$ cat src/rtl/uart_tx.sv
// uart_tx: bus-attached 8N1 UART transmitter with a small transmit FIFO.
// Bus writes are accepted in one cycle with no stall. A write to a full FIFO,
// or any read, is flagged combinationally on uart_error in the same cycle.
`timescale 1ns/1ps
module uart_tx #(
  parameter int CLK_DIV    = 868,
  parameter int FIFO_DEPTH = 16
) (
  input  logic       clk,
  input  logic       rst_n,
  input  logic       uart_cen,
  input  logic       uart_wr,
  input  logic [7:0] uart_wdata,
  output logic       uart_error,
  output logic       tx,
  output logic       tx_busy
);

  localparam int PTR_W  = $clog2(FIFO_DEPTH);
  localparam int BAUD_W = $clog2(CLK_DIV);

  localparam logic [PTR_W:0]    FULL_COUNT = (PTR_W+1)'(FIFO_DEPTH);
  localparam logic [BAUD_W-1:0] BAUD_LAST  = BAUD_W'(CLK_DIV - 1);

  localparam logic [1:0] S_IDLE  = 2'd0;
  localparam logic [1:0] S_START = 2'd1;
  localparam logic [1:0] S_DATA  = 2'd2;
  localparam logic [1:0] S_STOP  = 2'd3;

  logic [7:0]        fifo_mem [FIFO_DEPTH];
  logic [PTR_W-1:0]  wr_ptr;
  logic [PTR_W-1:0]  rd_ptr;
  logic [PTR_W:0]    count;
  logic [1:0]        state;
  logic [BAUD_W-1:0] baud_cnt;
  logic [2:0]        bit_idx;
  logic [7:0]        shift_reg;

  logic fifo_full;
  logic fifo_empty;
  logic push;
  logic pop;
  logic bit_end;

  // Fullness is judged on the pre-edge count, so a same-edge pop never makes room.
  assign fifo_full  = (count == FULL_COUNT);
  assign fifo_empty = (count == '0);
  assign push       = uart_cen & uart_wr & ~fifo_full;
  assign uart_error = uart_cen & (~uart_wr | fifo_full);
  assign bit_end    = (baud_cnt == BAUD_LAST);

  // Pop when idle with data waiting, or at the end of a stop bit to chain frames.
  assign pop     = ~fifo_empty & ((state == S_IDLE) | ((state == S_STOP) & bit_end));
  assign tx_busy = (state != S_IDLE) | ~fifo_empty;

  // FIFO storage: data only, no reset needed since count guards validity.
  always_ff @(posedge clk) begin
    if (push) begin
      fifo_mem[wr_ptr] <= uart_wdata;
    end
  end

  // FIFO pointers and occupancy; pointers wrap naturally at the power-of-2 depth.
  always_ff @(posedge clk or negedge rst_n) begin
    if (!rst_n) begin
      wr_ptr <= '0;
      rd_ptr <= '0;
      count  <= '0;
    end else begin
      if (push) begin
        wr_ptr <= wr_ptr + PTR_W'(1);
      end
      if (pop) begin
        rd_ptr <= rd_ptr + PTR_W'(1);
      end
      case ({push, pop})
        2'b10:   count <= count + (PTR_W+1)'(1);
        2'b01:   count <= count - (PTR_W+1)'(1);
        default: count <= count;
      endcase
    end
  end

  // Frame sequencer: start, eight data bits LSB first, stop; each bit CLK_DIV cycles.
  always_ff @(posedge clk or negedge rst_n) begin
    if (!rst_n) begin
      state     <= S_IDLE;
      baud_cnt  <= '0;
      bit_idx   <= '0;
      shift_reg <= '0;
    end else begin
      case (state)
        S_IDLE: begin
          baud_cnt <= '0;
          if (pop) begin
            shift_reg <= fifo_mem[rd_ptr];
            bit_idx   <= '0;
            state     <= S_START;
          end
        end
        S_START: begin
          if (bit_end) begin
            baud_cnt <= '0;
            bit_idx  <= '0;
            state    <= S_DATA;
          end else begin
            baud_cnt <= baud_cnt + BAUD_W'(1);
          end
        end
        S_DATA: begin
          if (bit_end) begin
            baud_cnt  <= '0;
            shift_reg <= shift_reg >> 1;
            bit_idx   <= bit_idx + 3'd1;
            if (bit_idx == 3'd7) begin
              state <= S_STOP;
            end
          end else begin
            baud_cnt <= baud_cnt + BAUD_W'(1);
          end
        end
        S_STOP: begin
          if (bit_end) begin
            baud_cnt <= '0;
            if (pop) begin
              shift_reg <= fifo_mem[rd_ptr];
              bit_idx   <= '0;
              state     <= S_START;
            end else begin
              state <= S_IDLE;
            end
          end else begin
            baud_cnt <= baud_cnt + BAUD_W'(1);
          end
        end
        default: begin
          state    <= S_IDLE;
          baud_cnt <= '0;
        end
      endcase
    end
  end

  // Registered serial output derived from the current state, so tx never glitches.
  always_ff @(posedge clk or negedge rst_n) begin
    if (!rst_n) begin
      tx <= 1'b1;
    end else begin
      case (state)
        S_START: tx <= 1'b0;
        S_DATA:  tx <= shift_reg[0];
        default: tx <= 1'b1;
      endcase
    end
  end

endmodule

$ cat config.mk
export PLATFORM = sky130hd
export DESIGN_NAME = uart_tx
export DESIGN_NICKNAME = d
export VERILOG_FILES = /design/src/rtl/uart_tx.sv
export SDC_FILE = /design/constraint.sdc
export NUM_CORES = 1
export LEC_CHECK = 0
export CORE_ASPECT_RATIO = 0.5
export CORE_UTILIZATION = 50
export DETAILED_ROUTE_END_ITERATION = 7
export PLACE_DENSITY_LB_ADDON = 0.15
export SYNTH_ARGS = -nofsm -noshare
export SYNTH_HDL_FRONTEND = slang
export SYNTH_SLANG_ARGS = --single-unit
$ cat constraint.sdc
create_clock -name clk -period 6.9 [get_ports clk]
set_clock_uncertainty 0.15 [all_clocks]
set_input_delay 1.035 -clock clk [delete_from_list [all_inputs] [get_ports clk]]
set_output_delay 1.035 -clock clk [all_outputs]
set_load 0.05 [all_outputs]
# [Yosys cells after proc, flatten, opt, wreduce, memory -nomap -nowiden]
# Memories as Yosys holds them, arrays and structs flattened.
# Cells that the tools add are included.
[classes] n_eq_ne=13 bitwise_logic=11 reduce_logical=9 addsub=6 mux=22
[ops] cell="$mux 8" n=3
[ops] cell="$pmux 8 s3" n=1
[ops] cell="$pmux 10 s2" n=1
[ops] cell="$mux 3" n=4
[ops] cell="$pmux 3 s4" n=1
[ops] cell="$add 10x1->10 const B" n=1
[ops] cell="$eq 10x10->1 const B" n=1
[ops] cell="$mux 10" n=1
[ops] cell="$mux 2" n=5
[ops] cell="$ne 2x2->1 const B" n=5
[ops] cell="$pmux 5 s2" n=1
[ops] cell="$add 4x1->4 const B" n=2
[ops] cell="$pmux 2 s4" n=1
[ops] cell="$eq 2x2->1 const B" n=3
[ops] cell="$reduce_and 3->1" n=2
[ops] cell="$add 5x1->5 const B" n=1
[ops] cell="$and 1x1->1" n=5
[ops] cell="$eq 5x5->1 const B" n=1
[ops] cell="$logic_not 5->1" n=1
[ops] cell="$reduce_and 5->1" n=1
[ops] cell="$sub 5x1->5 const B" n=1
[ops] cell="$eq 2x1->1 const B" n=2
[ops] cell="$reduce_bool 2->1" n=2
[ops] cell="$add 3x1->3 const B" n=1
[ops] cell="other kinds (8)" n=14
[totals] n_memories=1 wordCells=70 register_bits=37 ram_bits=128
[memory_table] name="fifo_mem" words=16 word_bits=8 rd=1 rd_clocked_by_memory_dff=0 wr=1 line_no="30" text="logic [7:0] fifo_mem [FIFO_DEPTH];"

# [Longest topological paths before layout]
# Gate-level depths: netlist of run 1.
[depth] ltp_word=7 mapped_depth=14 mapped_depth_nobuf=12

# [Worst setup path before layout of run 1]
# No wires, ideal clock.
[synth_path] path_type="input -> register" start="input port uart_wr" end="register count[3]" stages=10 arrival_ps=2839 n_path_buf=1 setup_ps=125 path_slack_ps=3786 path_cell_list="a21boi_0 > and2_1 > clkbuf_1 > inv_1 > ha_1 > nor2b_1 > a31o_2 > a222oi_1 > nor2_1 > xor2_1"
[synth_via] elab_chain_cells=4 elab_cells_between_ends=6
[synth_lines] item="start, declared" line_no="12" text="input logic uart_wr,"
[synth_lines] item="$and 1x1->1 * (2 in a row)" line_no="48" text="assign push = uart_cen & uart_wr & ~fifo_full;"
[synth_lines] item="$eq 2x1->1 or $eq 2x2->1 (tied branches)" line_no="76" text="case ({push, pop})"
[synth_lines] item="$pmux 5 s2 or $reduce_bool 2->1 (tied branches)"
[synth_lines] item="end signal, assigned" line_no="77" text="2'b10: count <= count + (PTR_W+1)'(1);"
[synth_lines] item="end signal, assigned" line_no="78" text="2'b01: count <= count - (PTR_W+1)'(1);"
[synth_lines] item="end signal, assigned" line_no="79" text="default: count <= count;"
[synth_lines] item="end, declared" line_no="33" text="logic [PTR_W:0] count;"
# Mark *: on every way between the ends. The rest lies on a longest branch, timed or not.
# A chain may end at the register's enable or synchronous reset.

# [Final worst setup path of run 1]
[layout_path] start="input port uart_wr" end="output port uart_error"
[layout_via] elab_chain_cells=3
[layout_lines] item="$not 1->1" line_no="49" text="assign uart_error = uart_cen & (~uart_wr | fifo_full);"
[layout_lines] item="$or 1x1->1" line_no="49"
[layout_lines] item="$and 1x1->1" line_no="49"
[layout_lines] item="end, declared" line_no="14" text="output logic uart_error,"
# No other way between the ends.

==> results of run 1 <==
critical path, stage by stage:
cell and delay [ns]:
clkdlybuf4s50_1 0.40, a21boi_0 0.14, nor2b_1 0.13, clkdlybuf4s50_1 0.80
power by group:
group	internal [µW]	switching [µW]	total, µW
clock network	486	433	918
registers	1200	139	1340
logic	461	543	1000
cells in the mapped netlist (2+ instances only):
| master | n |
|---|---|
| o21ai_0 | 9 |
| a22oi_1 | 21 |
| buf_6 | 5 |
| nand2_1 | 23 |
| nor2_1 | 30 |
| xnor2_1 | 10 |
| clkbuf_1 | 3 |
| inv_1 | 10 |
| edfxtp_1 | 128 |
| mux2_2 | 18 |
| mux4_1 | 9 |
| clkbuf_8 | 2 |
| nand2b_1 | 3 |
| a21oi_1 | 3 |
| o21ai_1 | 4 |
| nor2b_1 | 4 |
| mux2i_1 | 33 |
| buf_2 | 3 |
| nand4_1 | 4 |
| and3_1 | 4 |
| mux4_2 | 9 |
| buf_1 | 3 |
| xor2_1 | 11 |
| and2_1 | 2 |
| nand3_1 | 4 |
| nor3_1 | 7 |
| or2_2 | 2 |
| dfrtp_1 | 36 |
| ha_1 | 16 |
through the flow:
step / util / cells / hold slack (ns) / power (µW)
after global routing: 0.578 / 657 / 0.353 / 3430
after floorplan: - / 436 / 0.297 / 2130
after CTS: 0.578 / 657 / 0.336 / 3280
after global placement: 0.535 / 625 / 0.317 / 2300
final: 0.578 / 657 / 0.337 / 3260
after detailed placement: 0.535 / 625 / 0.327 / 2360
layout by cell type, fill, tap and decap left out, drive strengths merged, types with 4 or more instances in the layout:
cell / n
mux2: 18
nand4: 4
clkdlybuf4s50: 13
clkbuf: 18
nand2: 23
xor2: 11
edfxtp: 128
and3: 4
a22oi: 21
o21ai: 13
ha: 16
nand3: 4
nor2b: 4
mux4: 18
xnor2: 10
nor3: 7
nor2: 31
inv: 19
dfrtp: 36
clkinv: 4
mux2i: 33
routing by layer:
metal,global-route usage,part of all wire,up-vias
met5,0,0,-
met4,0.0680,0.012,0
met3,0.0554,0.052,17
met2,0.311,0.46,98
met1,0.293,0.48,1931
li1,-,-,1702
kinds of logic after synthesis:
| family | synth area share |
|---|---|
| AOI/OAI and AO/OA | 0.0468 |
| xor gates and xnor gates | 0.0260 |
| adders and majority gates | 0.0283 |
| buffers and inverters | 0.0243 |
| DFF | 0.675 |
| muxes | 0.138 |
| and+or+nand+nor | 0.0615 |
final timing paths:
check / slack, ns / start / cells after the start / end
setup reg to reg: 3.80 / baud_cnt[0]$_DFF_PN0_ / 12 / count[4]$_DFFE_PN0P_
max in group asynchronous: 5.45 / rst_n / 1 / rd_ptr[0]$_DFFE_PN0P_
hold / removal: 0.34 / baud_cnt[0]$_DFF_PN0_ / 1 / baud_cnt[0]$_DFF_PN0_
min in group asynchronous: 0.57 / rst_n / 1 / count[3]$_DFFE_PN0P_
hold reg to reg: 0.34 / baud_cnt[0]$_DFF_PN0_ / 1 / baud_cnt[0]$_DFF_PN0_
setup / recovery: 3.21 / uart_wr / 4 / uart_error
final cells by class:
cell class,instances,area share
sequential,165,0.605
multi-input combinational,243,0.269
clock buffer,18,0.0544
tap,192,0.0304
clock inverter,14,0.0192
timing repair buffer,15,0.0181
inverter,10,0.00476
==> results.ini, run 1 <==
[clock_network]
cts_hold_buf = 0
clk_path_buf_depth = 2
cts_resized = 0
path_clk_slew_ns = 0.07
cts_tree = done
cts_root_buf = clkbuf_16
htreeDepth = 4
cts_sinks = 165
cts_buffers = 17
clk_latency_ns = 0.42
cts_setup_buffers = 0

[layout]
fin_area_mm2 = 0.00789
drive_gt1_frac = 0.151
layout.nets = 480
regArea_mm2 = 0.00477
syn2layout_area_growth_pct = 11.8
n_antenna_cell = 0
multiInputGateArea_mm2 = 0.00212
fill_cells = 1058
largest_register_ffs = 128

[die]
initial_core_util = 0.517
die_h_um = 86.0
ios = 15
fp.coreArea_mm2 = 0.0137
dieArea_mm2 = 0.0146
rows = 30
fp.dieW_um = 170

[synthesis]
synthDistinctLibCells = 49
synth-seq-area-share = 0.675
synth_area_leaders = edfxtp_1 54%, dfrtp_1 13%, mux2i_1 4.7%
synth_edf_count = 128
async_flop_share = 0.224
synth.cell_area_mm2 = 0.00706
syn_nets = 464
ys_warn_count = 0
synth_flop_cell = edfxtp_1
yosysTopAreaCellShare = 0.544
synth.avg_cell_area_um2 = 16.2
syn_inst = 436
ys_ff_latch = 165
yosysTopAreaCell = edfxtp_1

[drt]
drt_iter0_drc = 403
drtAntennaViolNets = 0
via_per_inst = 5.70
wirelength_um = 13600
wl_per_cell_um = 20.7
route.vias.total = 3748
firstDrtPassIters = 5
drc = 0

[place]
dpl.hpwl_um = 8880
dp_slack_ns = 3.02
place.gp.congestion = 0.830
port_buffers = 14
postPlaceCellArea_mm2 = 0.00731

[timing]
grt_setup_unrepaired = no
tns_ns = 0
slew_viol_final = 0
final-setup-viol-count = 0
max_slew_margin = 0.153
worst_pin_slew_ns = 1.26
fin_crit_ns = 3.69
finalCritPeriodShare = 0.535
hold_viol_final = 0
fmax_mhz = 271
timing.final.ws_setup_ns = 3.21

[worst_setup_path]
worstSetupPathType = primary input to output port
cp_max_fo = 2
critPathRequiredTime_ns = 5.71
critPathArrivalTime_ns = 2.51
end_kind = output port
start_kind = primary input

[global_route]
track_usage = 0.206
grt.overflow.total = 0
grt_max_degree = 50
grt_first_pass_wirelength_um = 21600
antenna_found_initial = 0
grt_pass1_vias = 3869

[pwr]
peakVddDrop_mv = 0.194
power.leakage_uw = 0.00286
powerDensity_mw_per_mm2 = 413

[min_path]
hold_path.class = flop to flop

[run_status]
run_status = complete, no violations

[job]
cap_violations = 0

(Power assumes the default switching activity.)
==> inputs of run 2 (changes only) <==
==> constraint.sdc (replaced) <==
create_clock -name clk -period 3.3 [get_ports clk]
set_clock_uncertainty 0.15 [all_clocks]
set_input_delay 0.495 -clock clk [delete_from_list [all_inputs] [get_ports clk]]
set_output_delay 0.495 -clock clk [all_outputs]
set_load 0.05 [all_outputs]
==> run 2 against run 1 <==
  * Non-clock buffer count increased by 17
  * Power grew 110%
  * Flip-flop and latch count did not move
  * Sequential power increased by 110%
  * Worst hold slack worse by 0.31 ns
  * Critical path depth increased by 8
  * Register-to-register slack got worse by 3.6 ns
  * Routed wire length shrank 0.59%
  * Cell count up 2.6%
  * Via count rose by 1.8%
  * Largest power group unchanged
==> results.ini, run 2 (same netlist as run 1, synthesis figures left out) <==
[worst_setup_path]
critPathArrivalTime_ns = 3.27
r2r_slack_ns = 0.23
worstSetupPathType = flop to flop
reg2reg_to = count[4]$_DFFE_PN0P_
start_kind = flop
cp_max_fo = 7
rr_worst_depth = 12
end_kind = flop
worstReg2RegStart = baud_cnt[0]$_DFF_PN0_
critPathRequiredTime_ns = 3.50

[pwr]
total_power_uw = 6820
powerDensity_mw_per_mm2 = 849
power.leakage_uw = 0.00296
switching_share = 0.338
clkPwrFrac = 0.281
switchingPower_uw = 2300
p_int_uw = 4520
combPwrFrac = 0.301
peakVddDrop_mv = 0.484
p_seq_frac = 0.419

[min_path]
hold_path.class = primary input to async pin

[timing]
final-setup-viol-count = 0
timing.final.ws_setup_ns = 0.230
fin_crit_ns = 3.07
worst_pin_slew_ns = 0.985
max_slew_margin = 0.343
finalCritPeriodShare = 0.930
grt_setup_unrepaired = no
fmax_mhz = 326
tns_ns = 0
hold_viol_final = 0
slew_viol_final = 0

[die]
rows = 30
die_h_um = 86.0
fp.dieW_um = 170
ios = 15
initial_core_util = 0.517
dieArea_mm2 = 0.0146
fp.coreArea_mm2 = 0.0137

[place]
dp.cells = 642
port_buffers = 14
dpl.hpwl_um = 8870
dp_slack_ns = 0.260
place.gp.congestion = 0.815

[job]
cap_violations = 0

[clock_network]
cts_buffers = 17
cts_sinks = 165
cts_tree = done
htreeDepth = 4
clk_latency_ns = 0.43
path_clk_slew_ns = 0.07
cts_resized = 0
clk_path_buf_depth = 2
cts_hold_buf = 0
cts_root_buf = clkbuf_16
cts_setup_buffers = 0

[drt]
route.vias.total = 3815
via_per_inst = 5.66
wirelength_um = 13500
drc = 0
drt_iter0_drc = 305
wl_per_cell_um = 20.1
drtAntennaViolNets = 0
firstDrtPassIters = 5

[layout]
final_cells = 674
syn2layout_area_growth_pct = 13.8
largest_register_ffs = 128
final_common_cell = edfxtp_1
layout.nets = 497
n_antenna_cell = 0
mostFrequentLayoutCells = 128 x edfxtp_1, 35 x dfrtp_1, 33 x mux2i_1
drive_gt1_frac = 0.180

[run_status]
run_status = complete, no violations

[global_route]
grt_first_pass_wirelength_um = 21200
track_usage = 0.202
grt_pass1_vias = 3964
antenna_found_initial = 0
grt.overflow.total = 0
grt_max_degree = 38

-- run 2: cell count changes in the layout (fill, tap and decap cells not counted) --
| cell | previous run | this run |
|---|---|---|
| buf_4 | 1 | 17 |
| buf_12 | 0 | 1 |
| clkbuf_1 | 1 | 0 |
| clkinv_1 | 0 | 1 |
| clkinv_2 | 0 | 1 |
| clkinv_8 | 2 | 3 |
| clkinvlp_4 | 1 | 0 |
| inv_8 | 6 | 5 |
-- run 2: critical path, stage by stage (launching register included) --
cell and delay, ns:
dfrtp_1 0.40, ha_1 0.27, nor3b_2 0.27, a41oi_1 0.16
nor2_2 0.34, ha_1 0.33, xor2_1 0.17, ha_1 0.23
nor2_1 0.06, a22oi_1 0.19, o2bb2ai_1 0.12, a21oi_1 0.18
xnor2_1 0.14
-- run 2: worst max path at each step --
stage	start	endpoint	slack, ns	cells past startpoint
6_report	baud_cnt[0]$_DFF_PN0_	count[4]$_DFFE_PN0P_	0.23	12
4_1_cts	baud_cnt[0]$_DFF_PN0_	count[4]$_DFFE_PN0P_	0.25	12
3_3_place_gp	uart_wr	count[4]$_DFFE_PN0P_	0.47	12
5_1_grt	baud_cnt[0]$_DFF_PN0_	count[4]$_DFFE_PN0P_	0.04	12
3_5_place_dp	baud_cnt[0]$_DFF_PN0_	count[4]$_DFFE_PN0P_	0.26	12
2_1_floorplan	count[1]$_DFFE_PN0P_	count[3]$_DFFE_PN0P_	0.60	12
-- run 2: power by group through the flow --
stage	clock [µW]	sequential, µW	combinational [µW]
global placement	0	2870	1950
global route	2030	2890	2240
detailed placement	0	2890	2060
CTS	1940	2850	2070
finish	1910	2860	2050
floorplan	0	2710	1740
-- run 2: per-stage QoR --
step	cell area, µm²	utilization	hold WS [ns]
after floorplan	7060	-	0.0494
after global placement	7450	0.546	0.311
after detailed placement	7450	0.546	0.338
after CTS	8040	0.588	0.0459
after global routing	8040	0.588	0.0794
final	8040	0.588	0.0253
-- run 2: cell type report --
| class | instances | area [µm²] |
|---|---|---|
| Inverter | 10 | 37.5 |
| Timing Repair Buffer | 32 | 283 |
| Sequential cell | 165 | 4770 |
| Multi-Input combinational cell | 243 | 2120 |
| Tap cell | 192 | 240 |
| Fill cell | 1054 | 5630 |
| Clock buffer | 17 | 425 |
| Clock inverter | 15 | 158 |
-- run 2: routing by layer --
metal | up-vias | track usage | share of wire
met4 | 0 | 0.0704 | 0.014
met5 | - | 0 | 0
met3 | 19 | 0.0461 | 0.043
met1 | 1970 | 0.272 | 0.46
met2 | 90 | 0.328 | 0.48
li1 | 1736 | - | -
